<file path="config.mk">
export PLATFORM = sky130hd
export DESIGN_NAME = wb_burst_master_flat
export DESIGN_NICKNAME = d
export VERILOG_FILES = /design/src/rtl/wb_burst_master_if.sv /design/src/rtl/wb_burst_master.sv /design/src/flat_wrapper.sv
export SDC_FILE = /design/constraint.sdc
export NUM_CORES = 1
export LEC_CHECK = 0
export ABC_AREA = 1
export BUFFER_PORTS_ARGS = -buffer_cell sky130_fd_sc_hd__buf_2
export CAP_MARGIN = 10
export CORE_UTILIZATION = 25
export CTS_CLUSTER_DIAMETER = 40
export DETAILED_ROUTE_END_ITERATION = 7
export PLACE_DENSITY_LB_ADDON = 0.1
export SYNTH_ARGS = -nofsm -noshare
export SYNTH_HDL_FRONTEND = slang
export SYNTH_SLANG_ARGS = --single-unit
export TNS_END_PERCENT = 5
</file>
<file path="constraint.sdc">
create_clock -name wb_clk_i -period 1.77 [get_ports wb_clk_i]
set_input_delay 0.0885 -clock wb_clk_i [delete_from_list [all_inputs] [get_ports wb_clk_i]]
set_output_delay 0.0885 -clock wb_clk_i [all_outputs]
set_load 0.005 [all_outputs]
</file>
<file path="src/rtl/wb_burst_master_if.sv">
// Wishbone initiator-side bus bundle for the burst master.
// The master modport drives the cycle; the slave modport answers it.
interface wb_burst_master_if #(
  parameter int APP_AW = 26,
  parameter int dw     = 32
);
  logic              wb_cyc_o;
  logic              wb_stb_o;
  logic              wb_we_o;
  logic [APP_AW-1:0] wb_addr_o;
  logic [dw-1:0]     wb_dat_o;
  logic [dw/8-1:0]   wb_sel_o;
  logic [2:0]        wb_cti_o;
  logic [dw-1:0]     wb_dat_i;
  logic              wb_ack_i;

  modport master (
    output wb_cyc_o, wb_stb_o, wb_we_o, wb_addr_o, wb_dat_o, wb_sel_o, wb_cti_o,
    input  wb_dat_i, wb_ack_i
  );

  modport slave (
    input  wb_cyc_o, wb_stb_o, wb_we_o, wb_addr_o, wb_dat_o, wb_sel_o, wb_cti_o,
    output wb_dat_i, wb_ack_i
  );
endinterface

</file>
<file path="src/rtl/wb_burst_master.sv">
// Wishbone incrementing-burst initiator: one command becomes one WB cycle,
// with write beats streamed in and read beats streamed out, guarded by an ack watchdog.
module wb_burst_master #(
  parameter int APP_AW  = 26,
  parameter int dw      = 32,
  parameter int bl      = 9,
  parameter int TIMEOUT = 255
) (
  input  logic              wb_clk_i,
  input  logic              wb_rst_i,
  input  logic              cmd_valid,
  output logic              cmd_ready,
  input  logic              cmd_we,
  input  logic [APP_AW-1:0] cmd_addr,
  input  logic [bl-1:0]     cmd_len,
  input  logic [dw-1:0]     wr_data,
  input  logic [dw/8-1:0]   wr_sel,
  input  logic              wr_valid,
  output logic              wr_ready,
  output logic [dw-1:0]     rd_data,
  output logic              rd_valid,
  input  logic              rd_ready,
  output logic              done,
  output logic              err,
  wb_burst_master_if.master wb
);

  localparam logic [2:0] IDLE    = 3'd0;
  localparam logic [2:0] WR_WAIT = 3'd1;
  localparam logic [2:0] WR_BUS  = 3'd2;
  localparam logic [2:0] RD_BUS  = 3'd3;
  localparam logic [2:0] RD_HOLD = 3'd4;
  localparam logic [2:0] FIN     = 3'd5;

  localparam logic [2:0] CTI_CLASSIC = 3'b000;
  localparam logic [2:0] CTI_INCR    = 3'b010;
  localparam logic [2:0] CTI_END     = 3'b111;

  localparam int                WDW     = $clog2(TIMEOUT + 1);
  localparam logic [WDW-1:0]    WD_LAST = WDW'(TIMEOUT - 1);
  localparam logic [APP_AW-1:0] STEP    = APP_AW'(dw / 8);
  localparam logic [bl-1:0]     ONE     = bl'(1);

  logic [2:0]        state;
  logic [APP_AW-1:0] addr_q;
  logic [bl-1:0]     cnt;
  logic              single_q;
  logic [dw-1:0]     dat_q;
  logic [dw/8-1:0]   sel_q;
  logic [WDW-1:0]    wdog;
  logic              err_q;

  logic stb;
  logic ack_hit;
  logic wd_expire;

  assign stb       = (state == WR_BUS) || (state == RD_BUS);
  assign ack_hit   = stb && wb.wb_ack_i;
  assign wd_expire = stb && !wb.wb_ack_i && (wdog == WD_LAST);

  always_ff @(posedge wb_clk_i) begin
    if (wb_rst_i) begin
      state    <= IDLE;
      addr_q   <= '0;
      cnt      <= '0;
      single_q <= 1'b0;
      dat_q    <= '0;
      sel_q    <= '0;
      wdog     <= '0;
      err_q    <= 1'b0;
      rd_data  <= '0;
      rd_valid <= 1'b0;
    end else begin
      // Watchdog only advances while a strobe is outstanding; each ack restarts it.
      if (stb) wdog <= ack_hit ? '0 : wdog + WDW'(1);

      case (state)
        IDLE: begin
          if (cmd_valid) begin
            addr_q   <= cmd_addr;
            cnt      <= cmd_len;
            single_q <= (cmd_len == ONE);
            err_q    <= 1'b0;
            wdog     <= '0;
            if (cmd_len == '0) state <= FIN;
            else               state <= cmd_we ? WR_WAIT : RD_BUS;
          end
        end
        WR_WAIT: begin
          if (wr_valid) begin
            dat_q <= wr_data;
            sel_q <= wr_sel;
            state <= WR_BUS;
          end
        end
        WR_BUS: begin
          if (ack_hit) begin
            cnt    <= cnt - ONE;
            addr_q <= addr_q + STEP;
            state  <= (cnt == ONE) ? FIN : WR_WAIT;
          end else if (wd_expire) begin
            err_q <= 1'b1;
            state <= FIN;
          end
        end
        RD_BUS: begin
          if (ack_hit) begin
            rd_data  <= wb.wb_dat_i;
            rd_valid <= 1'b1;
            cnt      <= cnt - ONE;
            addr_q   <= addr_q + STEP;
            state    <= RD_HOLD;
          end else if (wd_expire) begin
            rd_valid <= 1'b0;
            err_q    <= 1'b1;
            state    <= FIN;
          end
        end
        RD_HOLD: begin
          // cnt was already decremented on the ack, so zero here means that was the last beat.
          if (rd_ready) begin
            rd_valid <= 1'b0;
            state    <= (cnt == '0) ? FIN : RD_BUS;
          end
        end
        FIN:     state <= IDLE;
        default: state <= IDLE;
      endcase
    end
  end

  assign cmd_ready = (state == IDLE);
  assign wr_ready  = (state == WR_WAIT);
  assign done      = (state == FIN);
  assign err       = (state == FIN) && err_q;

  assign wb.wb_cyc_o  = (state == WR_WAIT) || (state == WR_BUS) ||
                        (state == RD_BUS)  || (state == RD_HOLD);
  assign wb.wb_stb_o  = stb;
  assign wb.wb_we_o   = (state == WR_BUS);
  assign wb.wb_addr_o = addr_q;
  assign wb.wb_dat_o  = dat_q;
  assign wb.wb_sel_o  = (state == RD_BUS) ? '1 : sel_q;
  // cti derives from registered counters only, so it holds steady while a beat waits for ack.
  assign wb.wb_cti_o  = !stb     ? CTI_CLASSIC :
                        single_q ? CTI_CLASSIC :
                        (cnt == ONE) ? CTI_END : CTI_INCR;

endmodule

</file>
<file path="src/flat_wrapper.sv">
// flat-port wrapper written by rule: the top's interface ports become plain ports
module wb_burst_master_flat 
#(
  parameter int APP_AW  = 26,
  parameter int dw      = 32,
  parameter int bl      = 9,
  parameter int TIMEOUT = 255
)
  (wb_clk_i, wb_rst_i, cmd_valid, cmd_ready, cmd_we, cmd_addr, cmd_len, wr_data, wr_sel, wr_valid, wr_ready, rd_data, rd_valid, rd_ready, done, err, wb_wb_cyc_o, wb_wb_stb_o, wb_wb_we_o, wb_wb_addr_o, wb_wb_dat_o, wb_wb_sel_o, wb_wb_cti_o, wb_wb_dat_i, wb_wb_ack_i);
  wb_burst_master_if #(.APP_AW(APP_AW), .dw(dw)) wb_i ();
  input  logic wb_clk_i;
  input  logic wb_rst_i;
  input  logic cmd_valid;
  output logic cmd_ready;
  input  logic cmd_we;
  input  logic [APP_AW-1:0] cmd_addr;
  input  logic [bl-1:0] cmd_len;
  input  logic [dw-1:0] wr_data;
  input  logic [dw/8-1:0] wr_sel;
  input  logic wr_valid;
  output logic wr_ready;
  output logic [dw-1:0] rd_data;
  output logic rd_valid;
  input  logic rd_ready;
  output logic done;
  output logic err;
  output wire logic [$bits(wb_i.wb_cyc_o)-1:0] wb_wb_cyc_o;
  output wire logic [$bits(wb_i.wb_stb_o)-1:0] wb_wb_stb_o;
  output wire logic [$bits(wb_i.wb_we_o)-1:0] wb_wb_we_o;
  output wire logic [$bits(wb_i.wb_addr_o)-1:0] wb_wb_addr_o;
  output wire logic [$bits(wb_i.wb_dat_o)-1:0] wb_wb_dat_o;
  output wire logic [$bits(wb_i.wb_sel_o)-1:0] wb_wb_sel_o;
  output wire logic [$bits(wb_i.wb_cti_o)-1:0] wb_wb_cti_o;
  input wire logic [$bits(wb_i.wb_dat_i)-1:0] wb_wb_dat_i;
  input wire logic [$bits(wb_i.wb_ack_i)-1:0] wb_wb_ack_i;
  assign wb_wb_cyc_o = wb_i.wb_cyc_o;
  assign wb_wb_stb_o = wb_i.wb_stb_o;
  assign wb_wb_we_o = wb_i.wb_we_o;
  assign wb_wb_addr_o = wb_i.wb_addr_o;
  assign wb_wb_dat_o = wb_i.wb_dat_o;
  assign wb_wb_sel_o = wb_i.wb_sel_o;
  assign wb_wb_cti_o = wb_i.wb_cti_o;
  assign wb_i.wb_dat_i = wb_wb_dat_i;
  assign wb_i.wb_ack_i = wb_wb_ack_i;
  wb_burst_master #(.APP_AW(APP_AW), .dw(dw), .bl(bl), .TIMEOUT(TIMEOUT)) u_core (.wb_clk_i(wb_clk_i), .wb_rst_i(wb_rst_i), .cmd_valid(cmd_valid), .cmd_ready(cmd_ready), .cmd_we(cmd_we), .cmd_addr(cmd_addr), .cmd_len(cmd_len), .wr_data(wr_data), .wr_sel(wr_sel), .wr_valid(wr_valid), .wr_ready(wr_ready), .rd_data(rd_data), .rd_valid(rd_valid), .rd_ready(rd_ready), .done(done), .err(err), .wb(wb_i));
endmodule
</file>
# Word level (Yosys, flattened, before mapping)
# Cells that the tools add are included.
dict set report classes {
  add_sub_neg 3
  n_mul 0
  n_div 0
  magnitude_cmp 0
  n_eq_ne 15
  shift 0
  n_mux 33
  bitwise_logic 0
  n_reduce_logical 22
}
# cell count
set ops {}
lappend ops {{$mux W26} 2}
lappend ops {{$pmux W26 S2} 1}
lappend ops {{$mux W3} 12}
lappend ops {{$mux W8} 4}
lappend ops {{$add A26 B3 Y26 const B} 1}
lappend ops {{$eq A9 B1 Y1 const B} 2}
lappend ops {{$logic_not A9 Y1} 2}
lappend ops {{$mux W9} 2}
lappend ops {{$pmux W9 S2} 1}
lappend ops {{$pmux W3 S5} 1}
lappend ops {{$reduce_and A3 Y1} 3}
lappend ops {{$sub A9 B1 Y9 const B} 1}
lappend ops {{$add A8 B1 Y8 const B} 1}
lappend ops {{$eq A8 B8 Y1 const B} 1}
lappend ops {{$ne A2 B2 Y1 const B} 4}
lappend ops {{$eq A3 B2 Y1 const B} 2}
lappend ops {{$eq A3 B3 Y1 const B} 2}
lappend ops {{$mux W1} 6}
lappend ops {{$reduce_and A2 Y1} 3}
lappend ops {{$logic_and A1 B1 Y1} 4}
lappend ops {{$logic_or A1 B1 Y1} 4}
lappend ops {{$mux W4} 1}
lappend ops {{$ne A2 B1 Y1 const B} 2}
lappend ops {{$pmux W1 S2} 2}
lappend ops {{8 further kinds} 9}
dict set report word_totals {
  reg_bits 117
  latchBits 0
  mem_bits_rw 0
  mem_bits_ro 0
  input_bits 110
  elab_cells 83
  n_memories 0
}

# Longest topological paths before layout
dict set report logic_depth {
  word_depth 7
  mapped_depth 11
  ltp_nobuf 11
}

# Worst setup path after synthesis
# Ideal clock, no wire load.
dict set report synth_timing {
  kind {register -> register}
  from {register u_core.addr_q[2] (netlist: u_core.wb.wb_addr_o[2])}
  to {register u_core.addr_q[12] (netlist: u_core.wb.wb_addr_o[12])}
  setup_time_ps 132
  t_arrival_ps 1340
  setup_slack_ps 297
  stages_incl_launch_ff 8
  n_path_buf 0
  path_cell_list {dfxtp_1 ha_1 nand2_1 nor2_1 nand3b_1 xnor2_1 o21ai_0 a21oi_1}
}
dict set report synth_between {
  elab_chain_cells 3
}
# element line_no
set synth_rtl {}
lappend synth_rtl {{start: declaration} wb_burst_master.sv:45} ;# logic [APP_AW-1:0] addr_q;
lappend synth_rtl {{start signal: assignment} wb_burst_master.sv:80} ;# addr_q <= cmd_addr;
lappend synth_rtl {{start signal: assignment} wb_burst_master.sv:99} ;# addr_q <= addr_q + STEP;
lappend synth_rtl {{start signal: assignment} wb_burst_master.sv:111} ;# addr_q <= addr_q + STEP;
lappend synth_rtl {{$add A26 B3 Y26} {wb_burst_master.sv:99, wb_burst_master.sv:111}}
lappend synth_rtl {{$mux W26} {wb_burst_master.sv:97, wb_burst_master.sv:107}}
lappend synth_rtl {{$pmux W26 S2} wb_burst_master.sv:77} ;# case (state)
# No other way between the ends. The select of a mux whose other input is x is not followed.
# A chain may end at the register's enable or synchronous reset.

# Worst setup path after layout
dict set report layout_timing {
  from {register u_core.state[2]}
  to {register u_core.cnt[5]}
}
dict set report layout_between {
  elab_chain_cells 5
  elab_cells_between_ends 11
  cone_classes {4 x eq/ne; 1 x mux; 6 x reduce/logical}
}
# element line_no
set layout_rtl {}
lappend layout_rtl {{start: declaration} wb_burst_master.sv:44} ;# logic [2:0] state;
lappend layout_rtl {{start signal: assignment} wb_burst_master.sv:86} ;# else state <= cmd_we ? WR_WAIT : RD_BUS;
lappend layout_rtl {{start signal: assignment} wb_burst_master.sv:100} ;# state <= (cnt == ONE) ? FIN : WR_WAIT;
lappend layout_rtl {{start signal: assignment} wb_burst_master.sv:123} ;# state <= (cnt == '0) ? FIN : RD_BUS;
lappend layout_rtl {{$eq A3 B2 Y1} {wb_burst_master.sv:57, wb_burst_master.sv:77}}
lappend layout_rtl {{$logic_or A1 B1 Y1} wb_burst_master.sv:57} ;# assign stb = (state == WR_BUS) || (state == RD_BUS);
lappend layout_rtl {{$logic_and A1 B1 Y1} wb_burst_master.sv:58} ;# assign ack_hit = stb && wb.wb_ack_i;
lappend layout_rtl {{$ne A2 B1 Y1 (no source line)} -}
lappend layout_rtl {{$reduce_and A3 Y1 (no source line)} -}
lappend layout_rtl {{end signal: assignment} wb_burst_master.sv:81} ;# cnt <= cmd_len;
lappend layout_rtl {{end signal: assignment} wb_burst_master.sv:98} ;# cnt <= cnt - ONE;
lappend layout_rtl {{end signal: assignment} wb_burst_master.sv:110} ;# cnt <= cnt - ONE;
lappend layout_rtl {{end: declaration} wb_burst_master.sv:46} ;# logic [bl-1:0] cnt;
# Several ways; a longest one is shown, not always the timed one.

==> run_results.csv <==
group,metric,value,unit
timing,min_period,1.62,ns
timing,rsz0062_at_grt,"true",
routing,wire_per_inst,13.8,microns
pwr,combPwrFrac,0.279,
clock_tree,htreeDepth,4,
pwr,p_int,0.00624,W
logic_synthesis,ys_ff_latch,117,
pwr,clockPowerShare,0.371,
global_routing,antenna_found_initial,1,
logic_synthesis,synth_fp_nets,941,
floorplanning,core,21900,sq um
timing,worst_pin_slew,0.733,ns
logic_synthesis,yosysSeqAreaShare,0.419,
final_layout,final_core_util,0.383,
final_layout,multi_input_area,2820,sq um
logic_synthesis,yosysWarnings,0,
logic_synthesis,synth_most_common_cell,"nand2_1",
timing,final_hold_viol_count,0,
pwr,pwr-share-seq,0.350,
clock_tree,cts_tree,"built",
floorplanning,die-area,23000,sq um
clock_tree,cts_inserted_buffers,17,
timing,max_freq,615,MHz
pwr,vdd_ir_drop_max,0.577,mV
global_routing,grt_pass1_vias,5989,
pwr,sw_frac_of_total,0.345,
critical_path,end_kind,"flip-flop",
floorplanning,die_y,152,microns
placement,gp_congestion,0.820,
final_layout,n_antenna_cell,0,
timing,setup-violations-final,0,
timing,slew_violations,0,
clock_tree,clk_pin_slew,0.06,ns
floorplanning,core.rowCount,54,
logic_synthesis,synth_edf_count,0,
final_layout,drive_gt1_frac,0.262,
clock_tree,worstSkewPairLatency,0.41,ns
routing,drtAntennaViolNets,0,
hold_path,hold_path.class,"primary input to flip-flop",
pwr,powerDensity,1140,nW/um^2
logic_synthesis,netlist_top_cells_count,"nand2_1, nor2_1, dfxtp_1, a21oi_1, o21ai_0",
status,status,"finished, final reports clean",
critical_path,worst-setup-path-type,"flip-flop to flip-flop",
timing,whs,0.0209,ns
floorplanning,start_util,0.256,
global_routing,grt_start_max_net_pins,61,
critical_path,cp_max_fo,13,
final_layout,syn2layout_area_growth,49.7,%
job,max_cap_violations,0,
logic_synthesis,synth_area_leaders,"dfxtp_1, nand2_1, nor2_1",
logic_synthesis,synthCells,826,
critical_path,cp_data_required_time,2.10,ns
timing,tns,0,ns
routing,vias_per_cell,4.49,
logic_synthesis,yosysTopAreaCellShare,0.419,
global_routing,grt_overflow_total,0,
clock_tree,clockBufferDepth,2,
routing,dr.pass1.iters,4,
routing,via_count,6321,
final_layout,regArea,2340,sq um
timing,slew_headroom,0.511,
placement,numPortBuffers,214,
timing,min_period_over_period,0.918,
logic_synthesis,yosysTopAreaCell,"dfxtp_1",
logic_synthesis,synthDistinctLibCells,33,
logic_synthesis,synth_area,5600,sq um
critical_path,critPathLaunchType,"flip-flop",
final_layout,nets,1229,
pwr,cellLeakagePower,3.77,nW
floorplanning,chipWidth,152,microns
logic_synthesis,synth.avg_cell_area,6.77,sq um
routing,drc,0,
timing,finalClockSkew,0.0102,ns
clock_tree,cts_root_buffer,"clkbuf_16",
global_routing,grt_pass1_wl,30.2,mm
critical_path,cp.arrival,1.96,ns
routing,drt_iter0_markers,237,
floorplanning,io-pin-count,215,
placement,place_hpwl,13.4,mm
pwr,netSwitchingPower,0.00329,W
final_layout,fill_cells,2399,
logic_synthesis,synthFlopType,"dfxtp_1",
global_routing,grt_use_total,0.168,
logic_synthesis,synthArstFlopShare,0,
clock_tree,cts_sinks,117,
routing,wl,19.4,mm
[per-layer routing]
metal	GRT usage	share of wire	up-vias
met5	0	0.00067	-
met4	0.0431	0.0080	2
met3	0.0497	0.061	11
met2	0.284	0.48	155
met1	0.208	0.45	2876
li1	-	-	3277
[path summary, 6_finish.rpt]
path                     startpoint                      to  slack [ns]  depth (start not counted)
min                     cmd_addr[5]  u_core.wb.wb_addr_o[5]        0.02                          5
max reg2reg         u_core.state[2]           u_core.cnt[5]        0.15                          9
max                 u_core.state[2]           u_core.cnt[5]        0.15                          9
min reg2reg  u_core.wb.wb_addr_o[0]  u_core.wb.wb_addr_o[0]        0.45                          2
[cell families (layout without fill, tap and decap cells)]
kind of cell               Yosys count  in the layout  share of synthesized area
and+or+nand+nor                    437            437                      0.329
xor gates and xnor gates             4              4                    0.00626
adders and majority gates            5              5                     0.0112
AOI/OAI and AO/OA                  164            164                      0.154
buffers and inverters               99            400                     0.0807
DFF                                117            117                      0.419
[sequential cells by signal, summed over array words and instances (netlist names)]
name                 cells
u_core.rd_data          32
u_core.rd_valid          1
u_core.state             3
u_core.wb.wb_addr_o     26
u_core.sel_q             4
u_core.cnt               9
u_core.err_q             1
u_core.single_q          1
u_core.wb.wb_dat_o      32
u_core.wdog              8
[area by class of cell]
type	count	share of cell area
clock buffer	17	0.0508
timing repair buffer	314	0.246
multi-input combinational	610	0.337
tap	280	0.0418
sequential	117	0.280
clock inverter	15	0.0202
inverter	54	0.0245
[through the flow]
step / cell area (sq um) / worst slack [ns] / std cells / total power (W)
after floorplan: 5600 / 0.297 / 826 / 0.00492
after global placement: 6990 / 0.138 / 1298 / 0.00594
after detailed placement: 6990 / 0.0679 / 1298 / 0.00592
after CTS: 8360 / 0.0323 / 1407 / 0.00967
after global routing: 8380 / -0.0134 / 1407 / 0.0102
final: 8380 / 0.145 / 1407 / 0.00953
[critical path, stage by stage, from the launching register on]
cell,delay [ns]
dfxtp_1,0.32
inv_2,0.08
nand2_2,0.12
nor2_1,0.14
inv_1,0.08
nand2_2,0.21
buf_4,0.24
o21ai_0,0.09
o21bai_1,0.15
a21oi_1,0.11
[power groups by stage]
stage	Combinational (W)	Clock (W)	Sequential, W
6_report	0.00265	0.00354	0.00334
5_1_grt	0.00302	0.00378	0.00339
4_1_cts	0.00267	0.00365	0.00334
3_5_place_dp	0.00253	0	0.00339
3_3_place_gp	0.00254	0	0.00340
2_1_floorplan	0.00156	0	0.00335
[layout by cell type (no fill, tap or decap), drive strengths merged]
cell type    Yosys  final
a211oi           8      8
a21oi           72     72
a31oi            6      6
buf             30    237
bufinv           0      2
clkbuf          15     17
clkinv           0      3
clkinvlp         0      3
dfxtp          117    117
dlygate4sd3      0     77
ha               5      5
inv             54     61
nand2          179    179
nand3           60     60
nand3b           7      7
nand4            7      7
nor2           171    171
nor3             7      7
nor3b            1      1
o211ai           3      3
o21ai           71     71
o21bai           1      1
o22ai            2      2
o31ai            1      1
or2              5      5
xnor2            2      2
xor2             2      2
[repair_timing]
action,CTS,global route
gates resized for setup,1,4
buffers inserted,0,0
endpoints found under the hold margin,77,0
endpoints found under the setup margin,2,10
gates cloned,0,0
hold buffers,77,0
No activity file was read; power rests on OpenSTA's default activity.
